[config.mk]
export PLATFORM = sky130hd
export DESIGN_NAME = timer_delay_counter_flat
export DESIGN_NICKNAME = d
export VERILOG_FILES = /design/src/rtl/timer_delay_counter_if.sv /design/src/rtl/timer_delay_counter.sv /design/src/flat_wrapper.sv
export SDC_FILE = /design/constraint.sdc
export NUM_CORES = 1
export LEC_CHECK = 0
export ABC_AREA = 1
export CORE_MARGIN = 2
export CORE_UTILIZATION = 57
export DETAILED_ROUTE_END_ITERATION = 8
export PLACE_DENSITY = 0.81
export SETUP_SLACK_MARGIN = 0.05
export SYNTH_ARGS = -nofsm -noshare
export SYNTH_HDL_FRONTEND = slang
export SYNTH_SLANG_ARGS = --single-unit
export TNS_END_PERCENT = 20
[constraint.sdc]
create_clock -name clk -period 2.2 [get_ports clk]
set_input_delay 0.44 -clock clk [delete_from_list [all_inputs] [get_ports clk]]
set_output_delay 0.44 -clock clk [all_outputs]
set_load 0.005 [all_outputs]
[src/rtl/timer_delay_counter_if.sv]
// Control/status bundle between the timer FSM and the delay counter datapath.
// With TIMER_PROTO_CHECK_EN defined the bundle also carries the sticky proto_err flag.
interface timer_delay_counter_if #(
    parameter int DELAY_W = 4
);
    logic               data;
    logic               shift_ena;
    logic               counting;
    logic               done_counting;
    logic [DELAY_W-1:0] count;
`ifdef TIMER_PROTO_CHECK_EN
    logic               proto_err;

    modport master (output data, shift_ena, counting,
                    input  done_counting, count, proto_err);
    modport slave  (input  data, shift_ena, counting,
                    output done_counting, count, proto_err);
`else
    modport master (output data, shift_ena, counting,
                    input  done_counting, count);
    modport slave  (input  data, shift_ena, counting,
                    output done_counting, count);
`endif
endinterface

[src/rtl/timer_delay_counter.sv]
// Delay counter: shifts in a serial delay value, then times (delay+1)*TICKS_PER_UNIT cycles.
// Optional protocol checker enabled by defining TIMER_PROTO_CHECK_EN.
module timer_delay_counter #(
    parameter int DELAY_W        = 4,
    parameter int TICKS_PER_UNIT = 1000
) (
    input  logic                  clk,
    input  logic                  reset,
    timer_delay_counter_if.slave  tmr
);
    localparam int             SUB_W   = $clog2(TICKS_PER_UNIT);
    localparam logic [SUB_W-1:0] SUB_MAX = SUB_W'(TICKS_PER_UNIT - 1);

    logic [DELAY_W-1:0] r_delay;
    logic [SUB_W-1:0]   r_sub;
    logic               w_done;

    // Shift has priority over counting; any non-counting cycle reloads a full unit.
    always_ff @(posedge clk) begin
        if (reset) begin
            r_delay <= '0;
            r_sub   <= SUB_MAX;
        end else if (tmr.shift_ena) begin
            r_delay <= {r_delay[DELAY_W-2:0], tmr.data};
            r_sub   <= SUB_MAX;
        end else if (tmr.counting) begin
            if (r_sub != '0) begin
                r_sub <= r_sub - SUB_W'(1);
            end else if (r_delay != '0) begin
                r_delay <= r_delay - DELAY_W'(1);
                r_sub   <= SUB_MAX;
            end
        end else begin
            r_sub <= SUB_MAX;
        end
    end

    assign w_done            = tmr.counting && (r_delay == '0) && (r_sub == '0);
    assign tmr.done_counting = w_done;
    assign tmr.count         = r_delay;

`ifdef TIMER_PROTO_CHECK_EN
    logic [2:0] r_shift_cnt;
    logic       r_counting_d;
    logic       r_proto_err;

    // Shift count restarts when a counting episode ends; it saturates rather than wraps.
    always_ff @(posedge clk) begin
        if (reset) begin
            r_shift_cnt  <= '0;
            r_counting_d <= 1'b0;
            r_proto_err  <= 1'b0;
        end else begin
            r_counting_d <= tmr.counting;
            if (tmr.shift_ena && tmr.counting) begin
                r_proto_err <= 1'b1;
            end
            if (tmr.counting && !r_counting_d && (r_shift_cnt != 3'(DELAY_W))) begin
                r_proto_err <= 1'b1;
            end
            if (r_counting_d && !tmr.counting) begin
                r_shift_cnt <= '0;
            end else if (tmr.shift_ena && (r_shift_cnt != 3'd7)) begin
                r_shift_cnt <= r_shift_cnt + 3'd1;
            end
        end
    end

    assign tmr.proto_err = r_proto_err;
`endif
endmodule

[src/flat_wrapper.sv]
// flat-port wrapper written by rule: the top's interface ports become plain ports
module timer_delay_counter_flat 
#(
    parameter int DELAY_W        = 4,
    parameter int TICKS_PER_UNIT = 1000
)
  (clk, reset, tmr_data, tmr_shift_ena, tmr_counting, tmr_done_counting, tmr_count);
  timer_delay_counter_if #(.DELAY_W(DELAY_W)) tmr_i ();
  input  logic clk;
  input  logic reset;
  input wire logic [$bits(tmr_i.data)-1:0] tmr_data;
  input wire logic [$bits(tmr_i.shift_ena)-1:0] tmr_shift_ena;
  input wire logic [$bits(tmr_i.counting)-1:0] tmr_counting;
  output wire logic [$bits(tmr_i.done_counting)-1:0] tmr_done_counting;
  output wire logic [$bits(tmr_i.count)-1:0] tmr_count;
  assign tmr_i.data = tmr_data;
  assign tmr_i.shift_ena = tmr_shift_ena;
  assign tmr_i.counting = tmr_counting;
  assign tmr_done_counting = tmr_i.done_counting;
  assign tmr_count = tmr_i.count;
  timer_delay_counter #(.DELAY_W(DELAY_W), .TICKS_PER_UNIT(TICKS_PER_UNIT)) u_core (.clk(clk), .reset(reset), .tmr(tmr_i));
endmodule
==> impl_metrics.ini <==
[clocking]
cts_buffers = 3
cts_buffer_depth = 2
clk_latency_ps = 280
cts_tree = built
cts_sinks = 14
htreeDepth = 1
clk_pin_slew_ps = 90
root_buffer = clkbuf_4

[sta]
timing.hold.ws_ps = 506
fmax_mhz = 481
worst_pin_slew_ps = 385
finClkSkew_ps = 10.8
slew_violations = 0
relSlewSlack = 0.742
rsz0062_at_grt = false
setup_viol = 0
min_period_ps = 2080
layout_setup_ws_ps = 122
finalCritPeriodShare = 0.945
fin_tns_setup_ps = 0
hold_viol_final = 0

[final_layout]
utilization = 0.721
postLayoutCellArea_mm2 = 0.00105
fillers = 136
drive_above_1_share = 0.226
syn_to_final_growth_pct = 21.4
n_antenna_cell = 0
layout.nets = 142
final_cells = 149

[die]
initial_utilization = 0.594
dieArea_mm2 = 0.00184
fp.dieW_um = 42.9
die_h_um = 42.9
rows = 14
ioPinCount = 10
core_area_mm2 = 0.00145

[yosys]
synth.distinct_cells = 27
yosysWarnings = 0
synth_nets = 125
ys_seq_elements = 14
synth_area_leader_cell = dfxtp_1
synth_common_cells = 21 x nand2_1, 15 x nor2_1, 14 x dfxtp_1, 11 x inv_1, 8 x a21oi_1
synth.yosys.seq_area_share = 0.325
synth-main-ff-cell = dfxtp_1
syn_inst = 117
avgSynthCellArea_um2 = 7.38
synth_area_leaders = dfxtp_1 32%, nand2_1 9.1%, nor2_1 6.5%
synth-edff-count = 0
async_flop_share = 0
synth_top_cell_area_share = 0.325
yosysMostFrequentCell = nand2_1
synth_area_um2 = 863

[route]
routed_wl_um = 1930
drtIter0Drc = 8
wire_per_inst_um = 12.9
num_vias = 789
drt-pass1-iter-count = 5
drc_errors = 0
vias_per_cell = 5.30
route.antenna.remaining_nets = 0

[power]
total_power_mw = 0.539
cellLeakagePower_nw = 0.488
p_per_area_mw_per_mm2 = 514
ir_drop_uv = 462

[place]
gp_congestion = 0.879
post-dp-hpwl_um = 1450
place_area_um2 = 991
port_buffers = 9
dpl_worst_slack_ps = 73.6
dp_cells = 144

[global_routing]
grt.overflow.total = 0
grt_pass1_wl_um = 3500
grtUsageTotal = 0.251
top_usage_layer = met2
grt_pass1_vias = 832
antenna_found_initial = 0
grt_use_met2 = 0.500
grt_max_degree = 9
grt_util_met1 = 0.271
grt_use_met3 = 0.0298

[setup_path]
start_kind = register
crit_fanout = 5
crit_arrival_ps = 1640
cp-end-kind = output pin
crit_type = register to output pin
worstPathRequired_ps = 1760

[status]
status = finished clean

[min_path]
hp-class = register to register

[run]
cap_violations = 0
## report_power, final
group	internal, mW	total (mW)	switching, mW	leakage, nW
sequential	0.260	0.268	0.00887	0.114
clock	0.101	0.185	0.0840	0.0210
combinational	0.0411	0.0862	0.0452	0.353
## final cells by class
class	instances	area [um2]	share of cell area
clock buffer	4	36.3	0.0346
inverter	17	68.8	0.0656
tap	16	20.0	0.0191
multi-input combinational	85	524	0.500
timing repair buffer	13	119	0.113
sequential	14	280	0.267
## state kept, by name, indices dropped and copies added (netlist names)
register          flops
u_core.r_sub         10
u_core.tmr.count      4
## kinds of logic (layout without fill, tap and decap cells)
| group | count (synthesis) | after routing | share of synthesized area |
|---|---|---|---|
| compound gates | 19 | 19 | 0.130 |
| xor+xnor | 5 | 5 | 0.0507 |
| fa+ha+maj | 3 | 3 | 0.0435 |
| buf+inv | 18 | 34 | 0.0855 |
| flops | 14 | 14 | 0.325 |
| simple gates | 58 | 58 | 0.365 |
## worst paths after layout
check | start | to | slack, ps | depth (start not counted)
worst max-delay path | u_core.r_sub[0] | tmr_done_counting | 120 | 9
worst min register to register | u_core.r_sub[1] | u_core.r_sub[1] | 510 | 2
worst max register to register | u_core.tmr.count[0] | u_core.tmr.count[1] | 750 | 8
worst min-delay path | u_core.r_sub[1] | u_core.r_sub[1] | 510 | 2
## layer usage
metal	part of all wire	vias up
met1	0.42	374
met5	0	-
met2	0.55	12
li1	-	401
met3	0.020	2
met4	0.0088	0
## timing repair
item | 4_1_cts | 5_1_grt
hold buffers | 0 | 0
endpoints found under the setup margin | 1 | 0
hold endpoints to repair | 0 | 0
resized for setup | 4 | 0
setup buffers | 1 | 0
## worst max-delay path, stage by stage, from the launching register on
cell	delay, ps
dfxtp_1	340
inv_2	90
ha_4	150
nand2_2	100
nor2_8	120
nand2_4	70
clkinv_4	70
nand2_4	60
nor2_1	110
dlygate4sd2_1	250
## cells in the final DEF, fill, tap and decap left out, drive strengths merged
cell,netlist,layout
a21oi,8,8
clkbuf,0,4
nor3,1,1
o21ai,10,10
xnor2,3,3
buf,1,4
inv,16,16
ha,3,3
clkinv,1,1
dlygate4sd2,0,1
nand2,25,25
nor2,19,19
clkdlybuf4s50,0,8
nand3,10,10
xor2,2,2
dfxtp,14,14
nand4,1,1
and2,1,1
o21bai,1,1
or2,1,1
Power figures use the tool's default switching activity.
